$ cat config.mk
export PLATFORM = sky130hd
export DESIGN_NAME = lu_serial_acc
export DESIGN_NICKNAME = d
export VERILOG_FILES = /design/src/rtl/lu_serial_acc_pkg.sv /design/src/rtl/lu_serial_acc_slice.sv /design/src/rtl/lu_serial_acc.sv
export SDC_FILE = /design/constraint.sdc
export NUM_CORES = 1
export LEC_CHECK = 0
export BUFFER_PORTS_ARGS = -buffer_cell sky130_fd_sc_hd__buf_4
export CORE_UTILIZATION = 45
export CTS_CLUSTER_DIAMETER = 50
export DETAILED_ROUTE_END_ITERATION = 8
export PLACE_DENSITY = 0.68
export SYNTH_ARGS = -nofsm -noshare
export SYNTH_HDL_FRONTEND = slang
export SYNTH_SLANG_ARGS = --single-unit
$ cat constraint.sdc
create_clock -name clk -period 1.9 [get_ports clk]
set_input_delay 0 -clock clk [delete_from_list [all_inputs] [get_ports clk]]
set_output_delay 0 -clock clk [all_outputs]
set_load 0.02 [all_outputs]
$ cat src/rtl/lu_serial_acc_pkg.sv
// ============================================================================
// Module   : lu_pkg
// Brief    : Op codes and FSM state encoding shared by the serial logic unit.
// Revision : 1.0 - initial release
// ============================================================================
`default_nettype none

package lu_pkg;

  localparam logic [2:0] LU_AND   = 3'b000;
  localparam logic [2:0] LU_NAND  = 3'b001;
  localparam logic [2:0] LU_OR    = 3'b010;
  localparam logic [2:0] LU_NOR   = 3'b011;
  localparam logic [2:0] LU_XOR   = 3'b100;
  localparam logic [2:0] LU_XNOR  = 3'b101;
  localparam logic [2:0] LU_NOTA  = 3'b110;
  localparam logic [2:0] LU_PASSB = 3'b111;

  typedef enum logic [1:0] {
    IDLE = 2'd0,
    BUSY = 2'd1,
    DONE = 2'd2
  } lu_state_t;

endpackage

`default_nettype wire

$ cat src/rtl/lu_serial_acc_slice.sv
// ============================================================================
// Module   : lu_slice
// Brief    : Combinational SLICE-bit logic unit, eight bitwise operations.
// Revision : 1.0 - initial release
// ============================================================================
`default_nettype none

module lu_slice
  import lu_pkg::*;
#(
  parameter int SLICE = 2
) (
  input  logic [SLICE-1:0] a,
  input  logic [SLICE-1:0] b,
  input  logic [2:0]       op,
  output logic [SLICE-1:0] s
);

  always_comb begin
    s = '0;
    case (op)
      LU_AND:   s = a & b;
      LU_NAND:  s = ~(a & b);
      LU_OR:    s = a | b;
      LU_NOR:   s = ~(a | b);
      LU_XOR:   s = a ^ b;
      LU_XNOR:  s = ~(a ^ b);
      LU_NOTA:  s = ~a;
      default:  s = b;
    endcase
  end

endmodule

`default_nettype wire

$ cat src/rtl/lu_serial_acc.sv
// ============================================================================
// Module   : lu_serial_acc
// Brief    : WIDTH-bit logic unit processed SLICE bits per clock, LSB first,
//            with a result accumulator usable as operand B.
// Revision : 1.0 - initial release
// ============================================================================
`default_nettype none

module lu_serial_acc
  import lu_pkg::*;
#(
  parameter int WIDTH = 8,
  parameter int SLICE = 2
) (
  input  logic             clk,
  input  logic             reset,
  input  logic             start,
  input  logic [2:0]       op,
  input  logic             use_acc,
  input  logic [WIDTH-1:0] a,
  input  logic [WIDTH-1:0] b,
  output logic             busy,
  output logic             done,
  output logic [WIDTH-1:0] s,
  output logic [WIDTH-1:0] acc,
  output logic             zero
);

  localparam int N  = WIDTH / SLICE;
  localparam int CW = (N > 1) ? $clog2(N) : 1;
  localparam logic [CW-1:0] c_last = CW'(N - 1);

  lu_state_t        r_state;
  logic [CW-1:0]    r_cnt;
  logic [2:0]       r_op;
  logic [WIDTH-1:0] r_opa;
  logic [WIDTH-1:0] r_opb;
  logic [WIDTH-1:0] r_res;
  logic [WIDTH-1:0] r_s;
  logic             r_busy;
  logic             r_done;
  logic             r_zero;

  logic [SLICE-1:0] w_slice;
  logic [WIDTH-1:0] w_res_next;

  lu_slice #(
    .SLICE (SLICE)
  ) u_slice (
    .a  (r_opa[SLICE-1:0]),
    .b  (r_opb[SLICE-1:0]),
    .op (r_op),
    .s  (w_slice)
  );

  // Slices enter from the MSB side so the LSB slice lands at bit 0 after N shifts.
  generate
    if (SLICE == WIDTH) begin : g_single
      assign w_res_next = w_slice;
    end else begin : g_multi
      assign w_res_next = {w_slice, r_res[WIDTH-1:SLICE]};
    end
  endgenerate

  always_ff @(posedge clk or posedge reset) begin
    if (reset) begin
      r_state <= IDLE;
      r_cnt   <= '0;
      r_op    <= '0;
      r_opa   <= '0;
      r_opb   <= '0;
      r_res   <= '0;
      r_s     <= '0;
      r_busy  <= 1'b0;
      r_done  <= 1'b0;
      r_zero  <= 1'b1;
    end else begin
      r_done <= 1'b0;
      case (r_state)
        IDLE: begin
          if (start) begin
            r_opa   <= a;
            r_opb   <= use_acc ? r_s : b;
            r_op    <= op;
            r_cnt   <= '0;
            r_busy  <= 1'b1;
            r_state <= BUSY;
          end
        end
        BUSY: begin
          r_res <= w_res_next;
          r_opa <= r_opa >> SLICE;
          r_opb <= r_opb >> SLICE;
          r_cnt <= r_cnt + CW'(1);
          if (r_cnt == c_last) begin
            r_s     <= w_res_next;
            r_zero  <= (w_res_next == '0);
            r_done  <= 1'b1;
            r_state <= DONE;
          end
        end
        DONE: begin
          r_busy  <= 1'b0;
          r_state <= IDLE;
        end
        default: begin
          r_busy  <= 1'b0;
          r_state <= IDLE;
        end
      endcase
    end
  end

  // The accumulator is by definition the last completed result.
  assign busy = r_busy;
  assign done = r_done;
  assign s    = r_s;
  assign acc  = r_s;
  assign zero = r_zero;

endmodule

`default_nettype wire

# Yosys cells after proc, flatten, opt, wreduce, memory -nomap -nowiden

Cells that the tools add are included.

Register bits: 42
Output and inout bits: 19
Word-level logic and storage cells: 53

Add/subtract/negate cells: 1
Eq/ne operators: 10
Mux-type cells: 15
Bitwise operators: 8
Reductions and logical operators: 9

Operators with widths:

| kind                                           | number |
|---|---|
| case mux 8 bit (2 select lines)                | 2 |
| two-way mux 8 bit                              | 3 |
| case mux 2 bit (7 select lines)                | 1 |
| AND reduction 2 bit                            | 5 |
| == test 3 bit (second input constant)          | 3 |
| zero test 8 bit                                | 1 |
| NOT 2 bit                                      | 4 |
| case mux 2 bit (2 select lines)                | 2 |
| == test 3 x 2 -> 1 bit (second input constant) | 2 |
| two-way mux 2 bit                              | 3 |
| inequality test 2 bit (second input constant)  | 2 |
| == test 3 x 1 -> 1 bit (second input constant) | 1 |
| zero test 3 bit                                | 1 |
| two-way mux 1 bit                              | 3 |
| adder 2 x 1 -> 2 bit (second input constant)   | 1 |
| AND 2 bit                                      | 1 |
| == test 2 x 1 -> 1 bit (second input constant) | 1 |
| == test 2 bit (second input constant)          | 1 |
| zero test 2 bit                                | 1 |
| OR 2 bit                                       | 1 |
| case mux 1 bit (2 select lines)                | 1 |
| nonzero test 2 bit                             | 1 |
| XOR 2 bit                                      | 1 |
| NOT 1 bit                                      | 1 |

# Logic depth before layout (Yosys ltp)

Depth in word-level cells: 4
Mapped depth: 7
Mapped depth without buffers: 6

# Cells and area by module

A second synthesis with hierarchy kept.

Cells, all modules: 189
Area total of the unflattened synthesis: 2029.4 um^2

Modules (own cells, without submodules):

| module        | instances | cells an instance | area each (um^2) |
|---|---|---|---|
| lu_serial_acc | 1         | 159               | 1796.7 |
| lu_slice      | 1         | 30                | 232.7 |

# Worst setup path before layout

OpenSTA, ideal clock, no wires.

Kind: register to register
From: register r_opa[1]
To: register r_zero (netlist: zero)
Arrival time: 1.434 ns
Data required time: 1.820 ns
Slack: 0.387 ns
Stages on the path, launching flop included: 7
Cell sequence: dfrtp_1 > inv_1 > ha_1 > mux2i_1 > mux2i_1 > o221ai_1 > a32o_1

Longest elaborated chain between the ends: 4
Elaborated cells between the ends (all ways): 9
Those cells by class: 1 x mux; 7 x bitwise; 1 x reduce/logical

Ends and longest elaborated chain:

| item                                | RTL line                                                                        | text |
|---|---|---|
| start, declared                     | lu_serial_acc.sv:36                                                             | `logic [WIDTH-1:0] r_opa;` |
| start signal, assigned              | lu_serial_acc.sv:92                                                             | `r_opa <= r_opa >> SLICE;` |
| XOR 2 bit (tied with other cells)   | lu_serial_acc_slice.sv:26, lu_serial_acc_slice.sv:27                            |  |
| NOT 2 bit (on tied branches)        | lu_serial_acc_slice.sv:27, lu_serial_acc_slice.sv:23, lu_serial_acc_slice.sv:25 |  |
| case mux 2 bit (7 select lines) (*) | lu_serial_acc_slice.sv:21                                                       | `case (op)` |
| zero test 8 bit (*)                 | lu_serial_acc.sv:97                                                             | `r_zero <= (w_res_next == '0);` |
| end signal, assigned                | lu_serial_acc.sv:97                                                             |  |
| end, declared                       | lu_serial_acc.sv:42                                                             | `logic r_zero;` |

Every way passes the cells marked *; elsewhere a longest branch is shown, timed or not.
A chain may end at the register's enable or synchronous reset.

# Worst setup path in the final report

From: register r_opa[0]
To: register r_zero (netlist: zero)

The elaborated chain is that of the path after synthesis.

==> summary.txt <==
Status
  – Result of the run: complete, no violations

Setup path
  – Setup crit start kind: flip-flop
  – CP Capture Type: flip-flop
  – Delay contributed by the slowest stage of the critical path: 400 ps
  – Setup Crit Path Kind: flip-flop to flip-flop
  – Most used cell, CP: sky130_fd_sc_hd__mux2i_1
  – Series of cell instances along the critical path: inv_1 -> ha_1 -> mux2i_1 -> mux2i_1 -> o221ai_1 -> a32o_1
  – Critical Path Slowest Stage Cell: sky130_fd_sc_hd__dfrtp_1
  – Crit path max fanout: 4
  – Number of buffer and inverter stages on the critical path: 1
  – Arrival @ worst endpoint: 1840 ps
  – Data required time of the worst path: 2120 ps
  – Largest delay contributor family on the critical path: compound AO/OA/AOI/OAI gates

Power and ir drop
  – Clock share of power: 0.141
  – Power density over cell area: 1610 mW/mm^2
  – Worst vdd rail ir drop: 0.000932 V
  – Part of the total power dissipated in combinational logic: 0.461
  – Switching Power: 0.00164 W
  – Fraction of power spent switching nets: 0.405
  – Part of the power in registers: 0.398
  – Internal power component: 0.00241 W
  – Leakage: 1.26 nW
  – Power Total: 0.00405 W

Flow run
  – # Max-Cap Violations: 0

Clock tree
  – Clock latency on the worst-skew pair: 290 ps
  – CTS clk-pin slew, worst paths: 70 ps
  – Post-CTS setup buffer count: 0
  – TritonCTS Sinks: 40
  – Bufs on Longest Clock Path: 2
  – Total clock buffers created by CTS: 5
  – Root Buffer Master: sky130_fd_sc_hd__clkbuf_8
  – CTS H-Tree Depth: 2
  – TritonCTS clock tree: done

Final layout
  – Final layout net count: 272
  – Fillers: 380
  – Signed area change from the synthesized netlist to the final layout: 23.0%
  – ANT cells: 0
  – Share of post-route cells with drive strength above 1: 0.265

Floorplan
  – Die Area: 0.00483 mm^2
  – Row count: 24
  – Die outline width: 69.5 um
  – Starting Density: 0.470
  – I/O pins: 42
  – Vertical die dimension: 69.5 um
  – Core area: 0.00435 mm^2

Yosys
  – Top post-synthesis cells by area: sky130_fd_sc_hd__dfrtp_1 (48%), sky130_fd_sc_hd__mux2i_1 (5.9%), sky130_fd_sc_hd__nand2_1 (5.3%)
  – Post-Synthesis Cells: 200
  – Syn Std Cell Area: 0.00205 mm^2
  – Cell taking the most area after synthesis: sky130_fd_sc_hd__dfrtp_1
  – Number of warnings printed during yosys synthesis: 0
  – Post-synth top area share: 0.476
  – Syn Nets: 228
  – Post-synthesis cell type count: 31
  – Portion of the post-synthesis area used by sequential elements: 0.489
  – Number of storage elements in the synthesis netlist: 40
  – Mapped Avg Cell Area: 10.2 um^2

Placement
  – Port Buffer Count: 41
  – HPWL after detailed placement: 3100 um
  – Routability-driven placement congestion ratio: 0.783

Global route
  – First-pass GRT wire length: 7670 um
  – Maximum number of pins on one net before global-route repair: 41
  – Via count of the first global-routing pass: 1,549
  – Global Route Usage Sum: 0.205
  – Initial antenna violation count: 0
  – Final global-route overflow total: 0

STA
  – Hold violation total from the final report: 0
  – Setup repair after global routing missed its margin: false
  – Top achievable clock speed: 0.617 GHz
  – Slew at the pin closest to its max-slew limit: 495 ps
  – Final number of max-transition violations: 0
  – Worst Skew: 2.83 ps
  – TNS Setup: 0 ps
  – Max-slew headroom at the worst pin: 0.670
  – Final period demand of the worst path: 1620 ps
  – Final setup viols: 0
  – Final worst-path cycle share: 0.853

Detailed routing
  – Routed wire length: 4430 um
  – Vias: 1,539
  – Residual DRC: 0
  – First DRT Iteration DRCs: 67
  – Number of nets still failing antenna checks after routing: 0
  – Ratio of routed vias to standard cells: 5.18
  – Post-DR wirelength/cell: 14.9 um
  – Number of detailed-route iterations in the first pass: 4

Min path
  – Worst hold path class: primary input to flip-flop
==> power groups by stage <==
stage	Combinational (W)	Clock, W	Sequential [W]
final	0.00187	0.000571	0.00161
after global placement	0.00185	0	0.00161
after CTS	0.00189	0.000593	0.00160
after global routing	0.00209	0.000634	0.00167
after floorplan	0.00137	0	0.00161
after detailed placement	0.00186	0	0.00162
==> registers in the layout, indices dropped and copies added, names as in the netlist <==
name	cells
r_state	2
busy	1
r_op	3
r_opb	8
done	1
r_opa	8
acc	8
r_res	6
r_cnt	2
zero	1
==> final timing paths <==
path	cells after the start	slack, ps	start	to
max	6	280	r_opa[0]	zero
min	3	5	a[5]	r_opa[5]
max reg2reg	6	280	r_opa[0]	zero
min reg2reg	2	490	r_opb[7]	r_opb[7]
max in group asynchronous	4	1150	reset	zero
min in group asynchronous	4	390	reset	acc[5]
==> cell families (layout without fill, tap and decap cells) <==
group                      count (synthesis)  in the layout  synth area share
and+or+nand+nor                           56             56             0.128
AOI/OAI and AO/OA                         48             48             0.150
DFF                                       40             40             0.489
buffers and inverters                     29             74            0.0819
muxes                                     22             22             0.121
adders and majority gates                  5              5            0.0305
==> cell usage in the layout, fill, tap and decap left out, drive strengths merged <==
cell / Yosys / final
buf: 16 / 46
dfrtp: 39 / 39
nand2: 30 / 30
o21ai: 17 / 17
mux2i: 12 / 12
nor2: 11 / 11
inv: 10 / 10
a21oi: 10 / 10
dlygate4sd3: 0 / 10
mux2: 10 / 10
nor2b: 9 / 9
a22oi: 8 / 8
clkbuf: 3 / 8
ha: 5 / 5
a22o: 3 / 3
nand2b: 2 / 2
o221ai: 2 / 2
a221oi: 2 / 2
a211oi: 2 / 2
a2bb2oi: 2 / 2
and2b: 1 / 1
or2b: 1 / 1
o21bai: 1 / 1
or4: 1 / 1
nor4: 1 / 1
a32o: 1 / 1
dfstp: 1 / 1
==> repair_timing <==
item,CTS,global route
hold buffers,10,0
endpoints found under the hold margin,48,0
resized for setup,0,0
==> synthesized netlist by cell type <==
library cell,instances
sky130_fd_sc_hd__o221ai_1,2
sky130_fd_sc_hd__nand2_1,29
sky130_fd_sc_hd__nand2b_1,2
sky130_fd_sc_hd__a22oi_1,8
sky130_fd_sc_hd__nor2b_2,1
sky130_fd_sc_hd__a211oi_1,2
sky130_fd_sc_hd__nand2_4,1
sky130_fd_sc_hd__a21oi_1,10
sky130_fd_sc_hd__and2b_1,1
sky130_fd_sc_hd__a32o_1,1
sky130_fd_sc_hd__mux2i_1,12
sky130_fd_sc_hd__dfstp_2,1
sky130_fd_sc_hd__o21bai_1,1
sky130_fd_sc_hd__buf_2,5
sky130_fd_sc_hd__a22o_1,3
sky130_fd_sc_hd__o21ai_0,17
sky130_fd_sc_hd__clkbuf_1,3
sky130_fd_sc_hd__nor2b_1,8
sky130_fd_sc_hd__or4_1,1
sky130_fd_sc_hd__mux2_2,6
sky130_fd_sc_hd__buf_6,3
sky130_fd_sc_hd__inv_1,10
sky130_fd_sc_hd__mux2_4,4
sky130_fd_sc_hd__a221oi_1,2
sky130_fd_sc_hd__buf_4,8
sky130_fd_sc_hd__nor2_1,11
sky130_fd_sc_hd__ha_1,5
sky130_fd_sc_hd__a2bb2oi_1,2
sky130_fd_sc_hd__dfrtp_1,39
sky130_fd_sc_hd__nor4_1,1
sky130_fd_sc_hd__or2b_1,1
==> final cells by class <==
type / instances / area, um^2 / share of cell area
tap: 52 / 65.1 / 0.0258
clock buffer: 8 / 90.1 / 0.0358
multi-input combinational: 131 / 878 / 0.349
sequential: 40 / 1000 / 0.398
inverter: 10 / 37.5 / 0.0149
timing repair buffer: 56 / 445 / 0.177
==> worst reg2reg max path, cell delays in order (launching register included) <==
cell and delay (ps):
sky130_fd_sc_hd__dfrtp_1 400, sky130_fd_sc_hd__inv_1 80, sky130_fd_sc_hd__ha_1 290, sky130_fd_sc_hd__mux2i_1 170, sky130_fd_sc_hd__mux2i_1 200, sky130_fd_sc_hd__o221ai_1 160, sky130_fd_sc_hd__a32o_1 250
==> per-stage QoR <==
step,utilization,hold slack [ps],instance area [um^2],cells,setup slack [ps]
after floorplan,-,105,2050,200,387
final,0.578,4.73,2520,297,280
after global routing,0.578,16.6,2520,297,159
after detailed placement,0.535,161,2330,279,273
after CTS,0.578,1.08,2520,297,270
after global placement,0.535,160,2330,279,326
==> metal layers <==
metal,vias to the layer above,track usage,share of wire
met5,-,0,0
met4,0,0.0703,0.014
met3,7,0.0407,0.035
met2,40,0.318,0.47
met1,725,0.288,0.48
li1,767,-,-
No activity file was read; power rests on OpenSTA's default activity.
